===== src/rtl/bitty_seq_pkg.sv =====
// Shared types and defaults for the bitty instruction sequencer.
package bitty_seq_pkg;

  localparam int unsigned DEF_BITS    = 16;
  localparam int unsigned DEF_DEPTH   = 16;
  localparam int unsigned DEF_TIMEOUT = 255;

  typedef enum logic [2:0] {
    ST_IDLE,
    ST_ISSUE,
    ST_WAIT,
    ST_FINISH,
    ST_ERROR
  } seq_state_e;

  // Wait counter must be able to hold the value TIMEOUT itself.
  function automatic int unsigned cnt_width(input int unsigned timeout);
    return $clog2(timeout + 1);
  endfunction

endpackage


===== src/rtl/bitty_sequencer_if.sv =====
// Run/done handshake between the sequencer (master) and the bitty core (slave).
interface bitty_sequencer_if #(
  parameter int unsigned BITS = 16
);
  logic            core_run;
  logic [BITS-1:0] core_instr;
  logic            core_done;
  logic [BITS-1:0] core_d_out;

  modport master (output core_run, output core_instr, input core_done, input core_d_out);
  modport slave  (input core_run, input core_instr, output core_done, output core_d_out);
endinterface


===== src/rtl/bitty_seq_imem.sv =====
// Program store: one synchronous write port, one combinational read port, no reset.
module bitty_seq_imem #(
  parameter int unsigned BITS  = 16,
  parameter int unsigned DEPTH = 16,
  parameter int unsigned AW    = $clog2(DEPTH)
) (
  input  logic            clk,
  input  logic            we,
  input  logic [AW-1:0]   waddr,
  input  logic [BITS-1:0] wdata,
  input  logic [AW-1:0]   raddr,
  output logic [BITS-1:0] rdata
);

  logic [BITS-1:0] mem [DEPTH];

  always_ff @(posedge clk) begin
    if (we) mem[waddr] <= wdata;
  end

  assign rdata = mem[raddr];

endmodule


===== src/rtl/bitty_sequencer.sv =====
// Steps the bitty core through a stored program, one instruction per run/done handshake.
module bitty_sequencer
  import bitty_seq_pkg::*;
#(
  parameter int unsigned BITS    = DEF_BITS,
  parameter int unsigned DEPTH   = DEF_DEPTH,
  parameter int unsigned AW      = $clog2(DEPTH),
  parameter int unsigned TIMEOUT = DEF_TIMEOUT
) (
  input  logic                clk,
  input  logic                reset_n,
  input  logic                start,
  input  logic                abort,
  input  logic                prog_we,
  input  logic [AW-1:0]       prog_addr,
  input  logic [BITS-1:0]     prog_data,
  input  logic [AW:0]         prog_len,
  bitty_sequencer_if.master   core,
  output logic                busy,
  output logic                seq_done,
  output logic                timeout_err,
  output logic [BITS-1:0]     last_result,
  output logic [AW-1:0]       pc
);

  localparam int unsigned CW        = cnt_width(TIMEOUT);
  localparam logic [AW:0]   DEPTH_L   = (AW+1)'(DEPTH);
  localparam logic [CW-1:0] TIMEOUT_L = CW'(TIMEOUT);

  seq_state_e      state_q, state_d;
  logic [AW:0]     len_q, len_d;
  logic [AW-1:0]   pc_q, pc_d;
  logic [CW-1:0]   cnt_q, cnt_d;
  logic            run_q, run_d;
  logic [BITS-1:0] instr_q, instr_d;
  logic            busy_q, busy_d;
  logic            done_q, done_d;
  logic            terr_q, terr_d;
  logic [BITS-1:0] last_q, last_d;

  logic            start_ok;
  logic            mem_we;
  logic [AW-1:0]   issue_addr;
  logic [BITS-1:0] issue_instr;

  assign start_ok = start && !abort && (state_q == ST_IDLE);
  assign mem_we   = prog_we && (state_q == ST_IDLE) && !start_ok;

  // ISSUE is entered either from IDLE (address 0) or from WAIT (next address).
  assign issue_addr = (state_q == ST_WAIT) ? pc_q + AW'(1) : '0;

  bitty_seq_imem #(
    .BITS  (BITS),
    .DEPTH (DEPTH),
    .AW    (AW)
  ) u_imem (
    .clk   (clk),
    .we    (mem_we),
    .waddr (prog_addr),
    .wdata (prog_data),
    .raddr (issue_addr),
    .rdata (issue_instr)
  );

  always_ff @(posedge clk or negedge reset_n) begin
    if (!reset_n) begin
      state_q <= ST_IDLE;
      len_q   <= '0;
      pc_q    <= '0;
      cnt_q   <= '0;
      run_q   <= 1'b0;
      instr_q <= '0;
      busy_q  <= 1'b0;
      done_q  <= 1'b0;
      terr_q  <= 1'b0;
      last_q  <= '0;
    end else begin
      state_q <= state_d;
      len_q   <= len_d;
      pc_q    <= pc_d;
      cnt_q   <= cnt_d;
      run_q   <= run_d;
      instr_q <= instr_d;
      busy_q  <= busy_d;
      done_q  <= done_d;
      terr_q  <= terr_d;
      last_q  <= last_d;
    end
  end

  // Next state; registered outputs are derived from the state being entered.
  always_comb begin
    state_d = state_q;
    len_d   = len_q;
    pc_d    = pc_q;
    cnt_d   = cnt_q;
    instr_d = instr_q;
    terr_d  = terr_q;
    last_d  = last_q;

    unique case (state_q)
      ST_IDLE: begin
        if (start_ok) begin
          len_d   = (prog_len > DEPTH_L) ? DEPTH_L : prog_len;
          terr_d  = 1'b0;
          pc_d    = '0;
          state_d = (len_d == '0) ? ST_FINISH : ST_ISSUE;
        end
      end
      ST_ISSUE: begin
        cnt_d   = '0;
        state_d = ST_WAIT;
      end
      ST_WAIT: begin
        if (core.core_done) begin
          last_d = core.core_d_out;
          if ((AW+1)'(pc_q) == len_q - (AW+1)'(1)) begin
            state_d = ST_FINISH;
          end else begin
            pc_d    = pc_q + AW'(1);
            state_d = ST_ISSUE;
          end
        end else begin
          cnt_d = cnt_q + CW'(1);
          if (cnt_d == TIMEOUT_L) state_d = ST_ERROR;
        end
      end
      ST_FINISH: state_d = ST_IDLE;
      ST_ERROR:  state_d = ST_IDLE;
      default:   state_d = ST_IDLE;
    endcase

    // Abort outranks a same-cycle core_done and leaves the result/pc untouched.
    if (abort && (state_q != ST_IDLE)) begin
      state_d = ST_IDLE;
      pc_d    = pc_q;
      last_d  = last_q;
    end

    if (state_d == ST_ISSUE) instr_d = issue_instr;
    if (state_d == ST_ERROR) terr_d  = 1'b1;

    run_d  = (state_d == ST_ISSUE);
    done_d = (state_d == ST_FINISH);
    busy_d = (state_d != ST_IDLE);
  end

  assign core.core_run   = run_q;
  assign core.core_instr = instr_q;
  assign busy            = busy_q;
  assign seq_done        = done_q;
  assign timeout_err     = terr_q;
  assign last_result     = last_q;
  assign pc              = pc_q;

endmodule


===== src/flat_wrapper.sv =====
// flat-port wrapper written by rule: the top's interface ports become plain ports
module bitty_sequencer_flat import bitty_seq_pkg::*;
#(
  parameter int unsigned BITS    = DEF_BITS,
  parameter int unsigned DEPTH   = DEF_DEPTH,
  parameter int unsigned AW      = $clog2(DEPTH),
  parameter int unsigned TIMEOUT = DEF_TIMEOUT
)
  (clk, reset_n, start, abort, prog_we, prog_addr, prog_data, prog_len, busy, seq_done, timeout_err, last_result, pc, core_core_run, core_core_instr, core_core_done, core_core_d_out);
  bitty_sequencer_if #(.BITS(BITS)) core_i ();
  input  logic clk;
  input  logic reset_n;
  input  logic start;
  input  logic abort;
  input  logic prog_we;
  input  logic [AW-1:0] prog_addr;
  input  logic [BITS-1:0] prog_data;
  input  logic [AW:0] prog_len;
  output logic busy;
  output logic seq_done;
  output logic timeout_err;
  output logic [BITS-1:0] last_result;
  output logic [AW-1:0] pc;
  output wire logic [$bits(core_i.core_run)-1:0] core_core_run;
  output wire logic [$bits(core_i.core_instr)-1:0] core_core_instr;
  input wire logic [$bits(core_i.core_done)-1:0] core_core_done;
  input wire logic [$bits(core_i.core_d_out)-1:0] core_core_d_out;
  assign core_core_run = core_i.core_run;
  assign core_core_instr = core_i.core_instr;
  assign core_i.core_done = core_core_done;
  assign core_i.core_d_out = core_core_d_out;
  bitty_sequencer #(.BITS(BITS), .DEPTH(DEPTH), .AW(AW), .TIMEOUT(TIMEOUT)) u_core (.clk(clk), .reset_n(reset_n), .start(start), .abort(abort), .prog_we(prog_we), .prog_addr(prog_addr), .prog_data(prog_data), .prog_len(prog_len), .core(core_i), .busy(busy), .seq_done(seq_done), .timeout_err(timeout_err), .last_result(last_result), .pc(pc));
endmodule

===== config.mk =====
export PLATFORM = sky130hd
export DESIGN_NAME = bitty_sequencer_flat
export DESIGN_NICKNAME = d
export VERILOG_FILES = /design/src/rtl/bitty_seq_pkg.sv /design/src/rtl/bitty_sequencer_if.sv /design/src/rtl/bitty_seq_imem.sv /design/src/rtl/bitty_sequencer.sv /design/src/flat_wrapper.sv
export SDC_FILE = /design/constraint.sdc
export NUM_CORES = 1
export LEC_CHECK = 0
export ABC_CLOCK_PERIOD_IN_PS = 3100
export CELL_PAD_IN_SITES_DETAIL_PLACEMENT = 0
export CELL_PAD_IN_SITES_GLOBAL_PLACEMENT = 1
export CORE_ASPECT_RATIO = 1.75
export CORE_UTILIZATION = 46
export CTS_BUF_LIST = sky130_fd_sc_hd__clkbuf_8
export DETAILED_ROUTE_END_ITERATION = 8
export PLACE_DENSITY = 0.86
export SETUP_SLACK_MARGIN = 0.2
export SYNTH_ARGS = -nofsm -noshare
export SYNTH_HDL_FRONTEND = slang
export SYNTH_SLANG_ARGS = --single-unit

===== constraint.sdc =====
create_clock -name clk -period 3.1 [get_ports clk]
set_input_delay 0.465 -clock clk [delete_from_list [all_inputs] [get_ports clk]]
set_output_delay 0.465 -clock clk [all_outputs]
set_load 0.005 [all_outputs]

# == After elaboration in Yosys (flattened, before gate mapping) ==
# Memories as Yosys holds them, arrays and structs flattened. A register that Yosys moved wholly into a read port is not among the register bits.
# Index checks and enable logic that the tools add are counted.
# word_totals
ff_bits,40
mem_bits_rw,256
output_inout_bits,40
elab_cells,67
memories,1
# memory_table
memory,words,width,rd,rd_ports_with_merged_regs,wr,line,text
u_core.u_imem.mem,16,16,1,1,1,bitty_seq_imem.sv:15,logic [BITS-1:0] mem [DEPTH];
# op_classes
add_sub_neg,3
order_cmp,1
n_eq_ne,11
muxes,20
bitwise,1
reduce_logical,21
# ops
cell,n
2-to-1 mux 4 bit,4
case mux 8 bit (2 select lines),1
2-to-1 mux 3 bit,4
case mux 3 bit (3 select lines),1
"adder 8 x 1 -> 8 bit, second input constant",1
"equality test 8 bit, second input constant",1
2-to-1 mux 8 bit,1
case mux 4 bit (2 select lines),1
nonzero test 2 bit,4
"equality test 3 x 1 -> 1 bit, second input constant",2
"equality test 3 x 2 -> 1 bit, second input constant",2
"inequality test 2 bit, second input constant",3
AND reduction 2 bit,3
nonzero test 3 bit,2
equality test 4 x 5 -> 1 bit,1
"> comparator 5 bit, second input constant",1
logical AND 1 bit,5
logical NOT 5 bit,1
2-to-1 mux 1 bit,5
2-to-1 mux 5 bit,1
AND reduction 5 bit,1
"subtractor 5 x 1 -> 5 bit, second input constant",1
"adder 4 x 1 -> 4 bit, second input constant",1
2-to-1 mux 2 bit,2
other kinds (6),8

# == Logic depth before layout (Yosys ltp) ==
# depth
ltp_word,10
mapped_depth,10
ltp_nobuf,7

# == Cells and area by module ==
# From an unflattened synthesis, not the netlist that was laid out.
# unflattened
hier_cells,648
hier_area_um2,12454.4
# by_module_without_submodules
module,instances,cells_per_inst,area_each_um2
bitty_seq_imem,1,416,9723.1
bitty_sequencer,1,232,2731.4

# == Worst setup path before layout ==
# OpenSTA, ideal clock, no wires.
# synth_timing
path_type,reg-to-reg
start,register u_core.state_q[1]
end,"memory u_core.u_imem.mem[4][0], enable pin"
setup_ns,0.432
arrival_time_ns,2.807
slack_ns,-0.138
stages_incl_launch_ff,6
n_path_buf,1
synth_period_minus_slack_ns,3.238
cell_sequence,dfrtp_1 buf_2 nor4b_1 o21ai_0 or2_1 nor4_1
# synth_between
elab_chain_cells,6
word_cells_on_any_way,7
classes_between,mux: 2; reduce/logical: 5
# synth_rtl
item,line,text
start: declaration,bitty_sequencer.sv:30,"seq_state_e state_q, state_d;"
start signal: assignment,bitty_sequencer.sv:78,state_q <= state_d;
logical NOT 3 bit (*),"bitty_sequencer.sv:46, bitty_sequencer.sv:47",
logical AND 1 bit,bitty_sequencer.sv:46,assign start_ok = start && !abort && (state_q == ST_IDLE);
logical NOT 1 bit,bitty_sequencer.sv:47,assign mem_we = prog_we && (state_q == ST_IDLE) && !start_ok;
logical AND 1 bit (*),bitty_sequencer.sv:47,
2-to-1 mux 1 bit (*),bitty_seq_imem.sv:18,if (we) mem[waddr] <= wdata;
2-to-1 mux 1 bit (not written as such) (*),bitty_seq_imem.sv:18,
end: declaration,bitty_seq_imem.sv:15,
# Mark *: on every way between the ends. The rest lies on a longest branch, timed or not.

# == Worst setup path after layout ==
# layout_timing
start,"register u_core.pc_q[0], in the netlist u_core.pc[0]"
end,"register u_core.instr_q[10], in the netlist u_core.core.core_instr[10] (read register of u_core.u_imem.mem)"
# layout_between
elab_chain_cells,6
word_cells_on_any_way,8
classes_between,add/sub: 1; eq/ne: 2; mux: 5
# layout_rtl
item,line,text
start: declaration,bitty_sequencer.sv:32,"logic [AW-1:0] pc_q, pc_d;"
start signal: assignment,bitty_sequencer.sv:80,pc_q <= pc_d;
equality test 4 x 5 -> 1 bit,bitty_sequencer.sv:117,if ((AW+1)'(pc_q) == len_q - (AW+1)'(1)) begin
2-to-1 mux 2 bit,bitty_sequencer.sv:117,
2-to-1 mux 3 bit,bitty_sequencer.sv:115,if (core.core_done) begin
case mux 3 bit (3 select lines),bitty_sequencer.sv:101,unique case (state_q)
2-to-1 mux 3 bit,bitty_sequencer.sv:134,if (abort && (state_q != ST_IDLE)) begin
equality test 3 x 1 -> 1 bit,bitty_sequencer.sv:140,if (state_d == ST_ISSUE) instr_d = issue_instr;
end: declaration,bitty_sequencer.sv:35,"logic [BITS-1:0] instr_q, instr_d;"
# Parallel ways exist; a longest one is shown, timed or not.
# A chain may end at the register's enable or synchronous reset.

==> results_dict.tcl <==
set metrics [dict create \
    status "finished with violations" \
    violations "design-rule violations" \
    p_leak_nw 5.13 \
    num_vias 8041 \
    critPathKind "reg -> reg" \
    postRouteAntennaNets 0 \
    cts-root-buf "clkbuf_8" \
    grt_usage_pct 21.3 \
    drt_wl_total_mm 30.1 \
    place_hpwl_mm 19.3 \
    grt-ovfl-total 0 \
    timing.final.crit_period_ns 2.60 \
    hold_depth 2 \
    crit_top_cell "nand3_1" \
    syn_inst 891 \
    finClkSkew_ns 0.0259 \
    numCtsBuffers 44 \
    cp-start-kind "flip-flop" \
    io_buffers 86 \
    cap_violations 0 \
    insertion_delay_ns 0.57 \
    remaining_drc_errors 2 \
    critPathBufInv 1 \
    filler_cell_count 2257 \
    wire_per_inst_um 21.4 \
    arrival_ns 3.00 \
    coreArea_um2 27900 \
    yosys_warnings 0 \
    fmax_mhz 385 \
    cts_tree "built" \
    synth_nets 942 \
    fin_cells 1410 \
    power.switching_mw 2.86 \
    post_cts_resized 0 \
    required_ns 3.50 \
    muxShareOfSynthArea_pct 6.19 \
    synth-main-ff-cell "edfxtp_1" \
    synth_seq_cells 312 \
    p_seq_share_pct 48.9 \
    hold_path_class "reg -> reg" \
    antenna_found_initial 1 \
    num_rows 81 \
    io_pins 87 \
    start_util_pct 46.7 \
    layout_common_cells "edfxtp_1, nand2_1, clkdlybuf4s50_1" \
    hold_end "u_core.timeout_err" \
    ir_worst_vdd_mv 0.320 \
    synth_xor_area_share_pct 0.673 \
    worst_r2r_startpoint "u_core.pc[0]" \
    clockBufferDepth 3 \
    critPathTopFamily "adder cells" \
    clock-sinks 312 \
    final_common_cell "edfxtp_1" \
    reg2reg_depth 7 \
    drive_above_1_share_pct 19.0 \
    slowest_delay_ns 0.59 \
    p_per_area_nw_per_um2 672 \
    endpoint_kind "flip-flop" \
    viasPerCell 5.70 \
    grt_first_pass_wirelength_mm 45.7 \
    seq_area_frac_synth_pct 69.8 \
    synth-edff-count 256 \
    postCtsSetupBuffers 0 \
    setup_viol 0 \
    drt_iter0_drc 442 \
    die-width_um 129 \
    synth.cell_area_um2 13000 \
    path_cells "ha_4 -> buf_4 -> mux2_2 -> o211ai_1 -> nand3_1 -> nand3_1 -> a41oi_1" \
    finalHoldViolCount 0 \
    clkTransAtPathRegs_ns 0.07 \
    combPwrFrac_pct 21.6 \
    slew_violations 0 \
    internal_power_mw 7.42 \
    die_h_um 225 \
    fin_crit_sh_pct 83.9 \
    synth_top_family_by_area "simple AND/OR/NAND/NOR gates" \
    min_from "u_core.timeout_err" \
    rsz0062_at_grt "no" \
    r2r_setup_slack_ns 0.50 \
    globalplace.congestion 0.807 \
    swShare_pct 27.8 \
    crit_path_top_delay_cell "ha_4" \
    grt_pass1_vias 8199 \
    power_frac_clock_pct 29.5 \
    worstPathMaxFanout 35 \
    grt_max_degree 104 \
    crit_start "u_core.pc[0]" \
    die_area_um2 29000 \
    synth_compound_area_share_pct 9.14 \
    h-tree-depth 2 \
    worstMarginPinSlew_ns 0.850 \
    synth-simple-area-share_pct 11.0 \
    r2r-end "u_core.core.core_instr[10]" \
    avgSynthCellArea_um2 14.6 \
    finalSetupTns_ns 0 \
    syn_to_final_growth_pct 17.4 \
    async_flop_share_pct 17.9 \
    synth_adder_area_share_pct 0.461 \
    firstDrtPassIters 7 \
    ys_types 74 \
    maxSlewHeadroom_pct 43.4 \
    final_nets 1057 \
    place_inst 1332 \
]
## how the worst max path moves through the flow
stage,depth (start not counted),slack [ns],end
after global placement,7,0.29,u_core.core.core_instr[14]
after global routing,6,0.35,u_core.core.core_instr[12]
after CTS,7,0.50,u_core.core.core_instr[10]
after floorplan,5,0.24,u_core.u_imem.mem[12][0]
final,7,0.50,u_core.core.core_instr[10]
after detailed placement,7,0.21,u_core.core.core_instr[13]
## through the flow
step	power [mW]	setup WS [ns]	utilization, %	hold WS [ns]	area (µm²)
2_1_floorplan	6.33	0.240	-	0.169	13000
3_3_place_gp	7.30	0.286	51.9	0.463	14500
3_5_place_dp	7.34	0.210	51.9	0.472	14500
4_1_cts	10.4	0.503	54.8	0.479	15300
5_1_grt	10.7	0.353	54.9	0.507	15300
6_report	10.3	0.500	54.9	0.484	15300
## flip-flops by register name, summed over array words and instances, names as in the netlist
register	count
u_core.busy	1
u_core.cnt_q	8
u_core.core.core_instr	16
u_core.core.core_run	1
u_core.last_result	16
u_core.len_q	5
u_core.pc	4
u_core.seq_done	1
u_core.state_q	3
u_core.timeout_err	1
u_core.u_imem.mem	256
## cells by family after synthesis
family          Yosys count
buf+inv                  70
fa+ha+maj                 5
xor+xnor                 10
flops                   312
mux                      69
simple gates            269
compound gates          156
## cell usage after synthesis (all sizes together) (4+ instances only)
library cell / number / area share [%]
a21oi: 19 / 0.82
a31oi: 5 / 0.24
a41oi: 13 / 1.3
buf: 35 / 1.7
clkbuf: 25 / 0.72
dfrtp: 56 / 11
edfxtp: 256 / 59
ha: 4 / 0.38
inv: 9 / 0.26
mux2: 62 / 5.4
mux2i: 4 / 0.31
nand2: 88 / 2.5
nand2b: 12 / 0.58
nand3: 76 / 2.9
nand3b: 30 / 1.7
nor2: 17 / 0.49
nor2b: 10 / 0.48
nor3: 11 / 0.55
o211ai: 41 / 2.4
o21ai: 19 / 0.73
o22ai: 16 / 0.77
o31ai: 4 / 0.23
o32a: 13 / 1.0
xnor2: 6 / 0.40
xor2: 4 / 0.27
## metal layers
| metal | vias to the layer above | share of wire (%) | GRT usage [%] |
|---|---|---|---|
| li1 | 3680 | - | - |
| met1 | 4023 | 37 | 23.6 |
| met2 | 266 | 54 | 38.7 |
| met3 | 72 | 4.8 | 3.64 |
| met4 | 0 | 4.1 | 10.9 |
| met5 | - | 0 | 0 |
## worst register-to-register path, stage by stage (launching register included)
cell and delay, ns:
dfrtp_4 0.51, ha_4 0.59, buf_4 0.31, mux2_2 0.34, o211ai_1 0.25, nand3_1 0.14
nand3_1 0.15, a41oi_1 0.13
## area by class of cell
class                           count  area, µm²  share of cell area, %
Sequential cell                   312       9090                   59.5
Clock inverter                     28        158                   1.03
Tap cell                          373        467                   3.05
Multi-Input combinational cell    509       3650                   23.9
Clock buffer                       48        661                   4.32
Timing Repair Buffer              129       1220                   7.97
Antenna cell                        1       2.50                 0.0164
Inverter                           10       38.8                  0.254
## power groups by stage
stage	registers [mW]	logic [mW]	clock network, mW
finish	5.03	2.22	3.03
global placement	5.10	2.20	0
detailed placement	5.11	2.23	0
floorplan	5.05	1.28	0
CTS	5.03	2.24	3.09
global route	5.05	2.42	3.25
## repair_timing
item / CTS / global route
hold buffers: 1 / 0
setup endpoints to repair: 0 / 0
endpoints found under the hold margin: 33 / 0
Note: power is estimated with default switching activity, not from simulation.
